### src/rtl/i_type_pkg.sv
// Shared encodings and enums for the I-type core.
// Opcode/funct constants, FSM states, ALU operations.
package i_type_pkg;

  localparam logic [6:0] OPC_OPIMM = 7'b0010011;

  localparam logic [2:0] F3_ADDI  = 3'b000;
  localparam logic [2:0] F3_SLLI  = 3'b001;
  localparam logic [2:0] F3_SLTI  = 3'b010;
  localparam logic [2:0] F3_SLTIU = 3'b011;
  localparam logic [2:0] F3_XORI  = 3'b100;
  localparam logic [2:0] F3_SRI   = 3'b101;
  localparam logic [2:0] F3_ORI   = 3'b110;
  localparam logic [2:0] F3_ANDI  = 3'b111;

  localparam logic [6:0] F7_BASE = 7'h00;
  localparam logic [6:0] F7_ALT  = 7'h20;

  typedef enum logic [2:0] {
    S_IDLE,
    S_FETCH,
    S_DECODE,
    S_EXEC,
    S_WB,
    S_HALT
  } state_t;

  typedef enum logic [3:0] {
    ALU_ADD,
    ALU_SLT,
    ALU_SLTU,
    ALU_XOR,
    ALU_OR,
    ALU_AND,
    ALU_SLL,
    ALU_SRL,
    ALU_SRA
  } alu_op_t;

endpackage

### src/rtl/i_type_alu.sv
// Combinational ALU for OP-IMM instructions.
// Shift amount is 5 bits on RV32, 6 bits on RV64.
module i_type_alu
  import i_type_pkg::*;
#(
  parameter int XLEN = 32
) (
  input  alu_op_t           alu_op,
  input  logic [XLEN-1:0]   op1,
  input  logic [XLEN-1:0]   imm,
  output logic [XLEN-1:0]   res
);

  localparam int SW = (XLEN == 64) ? 6 : 5;

  logic [SW-1:0] sh;
  logic          lt_s;
  logic          lt_u;

  assign sh   = imm[SW-1:0];
  assign lt_s = $signed(op1) < $signed(imm);
  assign lt_u = op1 < imm;

  // Select the result for the decoded operation
  always_comb begin
    res = '0;
    unique case (alu_op)
      ALU_ADD:  res = op1 + imm;
      ALU_SLT:  res = {{(XLEN-1){1'b0}}, lt_s};
      ALU_SLTU: res = {{(XLEN-1){1'b0}}, lt_u};
      ALU_XOR:  res = op1 ^ imm;
      ALU_OR:   res = op1 | imm;
      ALU_AND:  res = op1 & imm;
      ALU_SLL:  res = op1 << sh;
      ALU_SRL:  res = op1 >> sh;
      ALU_SRA:  res = XLEN'($signed(op1) >>> sh);
      default:  res = '0;
    endcase
  end

endmodule

### src/rtl/i_type_core.sv
// Multi-cycle OP-IMM core: FETCH/DECODE/EXEC/WB per word.
// Halts on illegal encodings, the zero word, or PC wrap.
module i_type_core
  import i_type_pkg::*;
#(
  parameter int XLEN       = 32,
  parameter int IMEM_DEPTH = 64,
  parameter int NREGS      = 32
) (
  input  logic                          clk,
  input  logic                          rst_n,
  input  logic                          imem_we,
  input  logic [$clog2(IMEM_DEPTH)-1:0] imem_waddr,
  input  logic [31:0]                   imem_wdata,
  input  logic                          start,
  output logic [31:0]                   im,
  output logic [XLEN-1:0]               op1,
  output logic [XLEN-1:0]               res,
  output logic [XLEN-1:0]               wrt,
  output logic [$clog2(IMEM_DEPTH)+1:0] pc,
  output logic                          busy,
  output logic                          halted,
  output logic                          illegal
);

  localparam int AW = $clog2(IMEM_DEPTH);
  localparam int PW = AW + 2;
  localparam int RW = $clog2(NREGS);
  localparam bit SMALLRF = (NREGS < 32);

  state_t state, nstate;

  logic [31:0]     imem [IMEM_DEPTH];
  logic [XLEN-1:0] rf   [NREGS];

  logic [XLEN-1:0] imm_q;
  logic [XLEN-1:0] alu_res;
  logic [XLEN-1:0] rs1v;
  logic [XLEN-1:0] sext;
  logic [PW-1:0]   pc_nxt;

  logic [6:0] opc;
  logic [4:0] rd;
  logic [4:0] rs1;
  logic [2:0] f3;
  logic [6:0] fhi;

  alu_op_t aop;
  logic    fok;
  logic    reg_bad;
  logic    sentinel;
  logic    bad;
  logic    wrap;
  logic    stop;
  logic    do_wr;
  logic    idle_like;

  assign opc = im[6:0];
  assign rd  = im[11:7];
  assign f3  = im[14:12];
  assign rs1 = im[19:15];
  // On RV64 bit 25 belongs to the shift amount
  assign fhi = (XLEN == 64) ? {im[31:26], 1'b0} : im[31:25];

  assign sext     = {{(XLEN-12){im[31]}}, im[31:20]};
  assign sentinel = (im == 32'h0);
  assign reg_bad  = SMALLRF & (rs1[4] | rd[4]);
  assign bad      = ~sentinel &
                    ((opc != OPC_OPIMM) | ~fok | reg_bad);
  assign do_wr    = ~bad & ~sentinel & (rd != 5'd0);

  assign pc_nxt = pc + PW'(4);
  assign wrap   = (pc_nxt == '0);
  assign stop   = bad | sentinel | wrap;

  assign rs1v = (rs1 == 5'd0) ? '0 : rf[rs1[RW-1:0]];

  assign idle_like = (state == S_IDLE) | (state == S_HALT);
  assign busy      = ~idle_like;
  assign halted    = (state == S_HALT);

  // Decode funct3/funct7 into an ALU op and a legality flag
  always_comb begin
    aop = ALU_ADD;
    fok = 1'b0;
    unique case (1'b1)
      (f3 == F3_ADDI):  begin aop = ALU_ADD;  fok = 1'b1; end
      (f3 == F3_SLTI):  begin aop = ALU_SLT;  fok = 1'b1; end
      (f3 == F3_SLTIU): begin aop = ALU_SLTU; fok = 1'b1; end
      (f3 == F3_XORI):  begin aop = ALU_XOR;  fok = 1'b1; end
      (f3 == F3_ORI):   begin aop = ALU_OR;   fok = 1'b1; end
      (f3 == F3_ANDI):  begin aop = ALU_AND;  fok = 1'b1; end
      (f3 == F3_SLLI): begin
        aop = ALU_SLL;
        fok = (fhi == F7_BASE);
      end
      (f3 == F3_SRI): begin
        aop = fhi[5] ? ALU_SRA : ALU_SRL;
        fok = (fhi == F7_BASE) | (fhi == F7_ALT);
      end
      default: ;
    endcase
  end

  i_type_alu #(.XLEN(XLEN)) u_alu (
    .alu_op (aop),
    .op1    (op1),
    .imm    (imm_q),
    .res    (alu_res)
  );

  // State register
  always_ff @(posedge clk or negedge rst_n) begin
    if (!rst_n) state <= S_IDLE;
    else        state <= nstate;
  end

  // Next-state: fixed four-cycle instruction, start only when not busy
  always_comb begin
    nstate = state;
    unique case (state)
      S_IDLE:   if (start) nstate = S_FETCH;
      S_HALT:   if (start) nstate = S_FETCH;
      S_FETCH:  nstate = S_DECODE;
      S_DECODE: nstate = S_EXEC;
      S_EXEC:   nstate = S_WB;
      S_WB:     nstate = stop ? S_HALT : S_FETCH;
      default:  nstate = S_IDLE;
    endcase
  end

  // Instruction memory: writable only while stopped, never reset
  always_ff @(posedge clk) begin
    if (imem_we && idle_like) imem[imem_waddr] <= imem_wdata;
  end

  // Datapath registers, one stage per state
  always_ff @(posedge clk or negedge rst_n) begin
    if (!rst_n) begin
      im      <= '0;
      op1     <= '0;
      imm_q   <= '0;
      res     <= '0;
      wrt     <= '0;
      pc      <= '0;
      illegal <= 1'b0;
    end else begin
      unique case (state)
        S_IDLE, S_HALT: begin
          if (start) begin
            pc      <= '0;
            illegal <= 1'b0;
          end
        end
        S_FETCH: im <= imem[pc[PW-1:2]];
        S_DECODE: begin
          op1   <= rs1v;
          imm_q <= sext;
        end
        S_EXEC: begin
          res <= alu_res;
          if (bad) illegal <= 1'b1;
        end
        S_WB: begin
          wrt <= do_wr ? res : '0;
          if (!wrap) pc <= pc_nxt;
        end
        default: ;
      endcase
    end
  end

  // Register file: cleared only by reset
  always_ff @(posedge clk or negedge rst_n) begin
    if (!rst_n) begin
      for (int i = 0; i < NREGS; i++) rf[i] <= '0;
    end else if (state == S_WB && do_wr) begin
      rf[rd[RW-1:0]] <= res;
    end
  end

endmodule
### config.mk
export PLATFORM = sky130hd
export DESIGN_NAME = i_type_core
export DESIGN_NICKNAME = d
export VERILOG_FILES = /design/src/rtl/i_type_pkg.sv /design/src/rtl/i_type_alu.sv /design/src/rtl/i_type_core.sv
export SDC_FILE = /design/constraint.sdc
export NUM_CORES = 2
export LEC_CHECK = 0
export CORE_AREA = 5 5 429 600
export DETAILED_ROUTE_END_ITERATION = 10
export DIE_AREA = 0 0 434 605
export PLACE_DENSITY_LB_ADDON = 0.2
export SYNTH_ARGS = -nofsm -noshare
export SYNTH_HDL_FRONTEND = slang
export SYNTH_HIERARCHICAL = 1
export SYNTH_SLANG_ARGS = --single-unit
### constraint.sdc
create_clock -name clk -period 5.3 [get_ports clk]
set_input_delay 0.53 -clock clk [delete_from_list [all_inputs] [get_ports clk]]
set_output_delay 0.53 -clock clk [all_outputs]
set_load 0.02 [all_outputs]
==> summary.md <==
| Metric | Value |
|---|---|
| Status | completed |
| Top cells by area, synth | edfxtp_1 45%, dfrtp_1 21%, mux4_2 13% |
| Part of the Yosys area used for sequential elements | 0.661 |
| Die Ht | 605 µm |
| Worst slew pin tran | 1.34 ns |
| Post-layout min period | 4.51 ns |
| Vias in the first global route | 79010 |
| Sequential Power Share | 0.407 |
| Avg Synthesized Cell Area | 17.6 µm² |
| Die area | 263000 µm² |
| Number of non-filler instances in the completed layout | 11533 |
| Hold Crit Class | input pin to register |
| Crit path DAT | 5.29 ns |
| Sw Pwr | 22.9 mW |
| Top sig layer | met5 |
| Cell taking the most area after synthesis | edfxtp_1 |
| Pin count of the biggest net entering global routing | 168 |
| Hold path cells | 2 |
| Layout cells sized above 1 | 0.346 |
| Worst Setup Path Type | register to register |
| FF-to-FF path depth | 9 |
| Post-synthesis cell area | 138000 µm² |
| FMAX | 222 MHz |
| GRT Total Usage | 0.296 |
| Hold Path Origin | imem_wdata[24] |
| CP endpoint kind | register |
| Clock latency at the later pin of the worst-skew pair | 0.87 ns |
| GRT overflow | 0 |
| CTS tree | done |
| CTS H-Tree Depth | 5 |
| Syn Inst Count | 7804 |
| Synth unique cells | 88 |
| DP Cell Count | 10978 |
| Nets | 8129 |
| Final hold vios | 0 |
| WP data required | 6.08 ns |
| Width of the die | 434 µm |
| First drt pass iteration count | 5 |
| Sw frac | 0.327 |
| Sink Count | 3222 |
| Crit-path max FO | 12 |
| Seq cells post-synth | 3222 |
| CP Launch Type | register |
| Post-Route WL | 388 mm |
| Maximum root-to-sink buffer count | 4 |
| Setup TNS | 0 ns |
| Num rows | 218 |
| Setup Skew | 0.0667 ns |
| Post-synth top flop | edfxtp_1 |
| Dpl hpwl | 243 mm |
| Top-area cell type share of the netlist area | 0.447 |
| Initial DRC count | 7264 |
| Commonest non-fill, non-tap cell in the layout | edfxtp_1 |
| Finished Core Util | 0.611 |
| Clock buffer count from CTS | 306 |
| Wirelength per Cell | 33.7 µm |
| Antenna-violating nets left | 0 |
| Setup violations, final | 0 |
| Leakage | 57.7 nW |
| Peak supply drop | 0.000474 V |
| Most frequent cells in the layout | 2048 x edfxtp_1, 1158 x dfrtp_1, 1135 x mux2_2, 766 x mux4_2, 319 x clkbuf_16 |
| Port Buffer Count | 178 |
| Syn-to-layout area delta | 11.6% |
| Post-synth EDFFs | 2048 |
| Clk pwr share | 0.311 |
| Reg-to-Reg End | res[17] |
| Fin. max-slew vios | 0 |
| Reg clk slew, reported paths | 0.07 ns |
| Met2 Wirelength | 203 mm |
| Vias per Instance | 6.54 |
| Max cap viols | 0 |
| Num ports | 181 |
| Core area | 251000 µm² |
| First-pass GRT wire length | 561 mm |
| Worst R2R Start | im[12] |
| Initial core utilization | 0.548 |
| Initial antenna violation count | 20 |
| Reg-to-reg setup timing slack | 0.79 ns |
| Yosys Warn Count | 6 |
| Met3 WL | 25.0 mm |
| RSZ-0062 raised after global routing | no |
| Power Dens Cells | 457 nW/µm² |
| Hold Path Sink | imem[56][24] |
| Gpl congestion | 0.981 |
| Post-CTS sizing | 0 |
| Internal Pwr Total | 47.3 mW |
| Post-route DRC violation count | 0 |
| Via count | 75447 |
| Combinational Power Share | 0.282 |
| Root Driver | clkbuf_16 |
| Tcrit/Tclk final | 0.851 |
| Post-synth ARST share | 0.364 |
| M1 WL | 138 mm |
| Max-slew headroom | 0.105 |
## power groups by stage
| stage | sequential [mW] | clock, mW | combinational, mW |
|---|---|---|---|
| 2_1_floorplan | 28.6 | 0 | 12.3 |
| 4_1_cts | 28.5 | 22.2 | 19.9 |
| 5_1_grt | 28.6 | 23.2 | 20.9 |
| 3_3_place_gp | 29.0 | 0 | 19.7 |
| 3_5_place_dp | 29.0 | 0 | 19.8 |
| 6_report | 28.6 | 21.8 | 19.8 |
## metrics by stage
stage | setup slack (ns) | power, mW | hold WS (ns) | instance area (µm²)
after global placement | 1.10 | 48.7 | 0.360 | 144000
final | 0.789 | 70.2 | 0.308 | 154000
after floorplan | 1.29 | 40.9 | 0.234 | 138000
after detailed placement | 1.09 | 48.8 | 0.363 | 144000
after global routing | 0.819 | 72.7 | 0.316 | 154000
after CTS | 1.05 | 70.6 | 0.294 | 154000
## cell type report
type                    instances  area (µm²)
diodes                         12        30.0
clock buffers                 423        8660
clock inverters               118        1170
fillers                     17945       97600
inverters                      90         339
multi-input cells            3864       43800
flip-flops and latches       3222       90900
well taps                    3300        4130
repair buffers                504        4510
## state kept, by name, indices dropped and copies added, names as in the netlist
register,flops
state,3
op1,32
im,32
imm_q,12
imem,2048
pc,6
res,32
wrt,32
rf,1024
illegal,1
## repair_timing
action	CTS	global route
endpoints found under the hold margin	89	0
setup buffers	0	0
hold buffers	2	0
## metal layers
layer  vias up  GRT usage
met5         -          0
met4        16      0.141
met3       857     0.0468
met2      3049      0.522
met1     40394      0.358
li1      31131          -
## synthesized netlist by cell type, types with 19 or more instances
| library cell | number |
|---|---|
| a211oi_1 | 95 |
| a21oi_1 | 97 |
| a221oi_1 | 30 |
| a22o_1 | 38 |
| a22oi_1 | 38 |
| a32oi_1 | 25 |
| buf_1 | 33 |
| buf_2 | 119 |
| buf_4 | 38 |
| buf_6 | 65 |
| clkbuf_1 | 370 |
| dfrtp_1 | 1174 |
| edfxtp_1 | 2048 |
| ha_1 | 98 |
| inv_1 | 86 |
| mux2_2 | 1135 |
| mux2i_1 | 219 |
| mux4_2 | 766 |
| nand2_1 | 311 |
| nand2b_1 | 27 |
| nand3_1 | 27 |
| nor2_1 | 244 |
| nor2b_1 | 89 |
| nor4_1 | 34 |
| o2111ai_1 | 25 |
| o211ai_1 | 19 |
| o21ai_0 | 106 |
| o221ai_1 | 27 |
| o22ai_1 | 106 |
| o311ai_0 | 24 |
| o31ai_1 | 41 |
## kinds of logic after synthesis
group	Yosys count	share of synthesized area
compound gates	779	0.0404
xor+xnor	24	0.00153
fa+ha+maj	100	0.00913
buf+inv	719	0.0253
flops	3222	0.661
mux	2128	0.235
other cells	1	0.0000273
simple gates	831	0.0282
## worst max path at each step
stage / to / cells after the start / start
finish: res[17] / 9 / im[12]
CTS: res[17] / 9 / im[12]
global placement: res[17] / 9 / im[12]
floorplan: res[31] / 15 / imm_q[2]
global route: res[17] / 9 / im[14]
detailed placement: res[17] / 9 / im[12]
## critical path, stage by stage (launching register included)
cell	delay, ns
dfrtp_1	0.60
or2b_2	0.35
nor2_1	0.55
nor4b_1	0.64
nor2_1	0.11
buf_4	0.23
o31ai_1	0.84
a22oi_1	0.37
o221ai_1	0.50
mux2_2	0.24
Power figures use the tool's default switching activity.
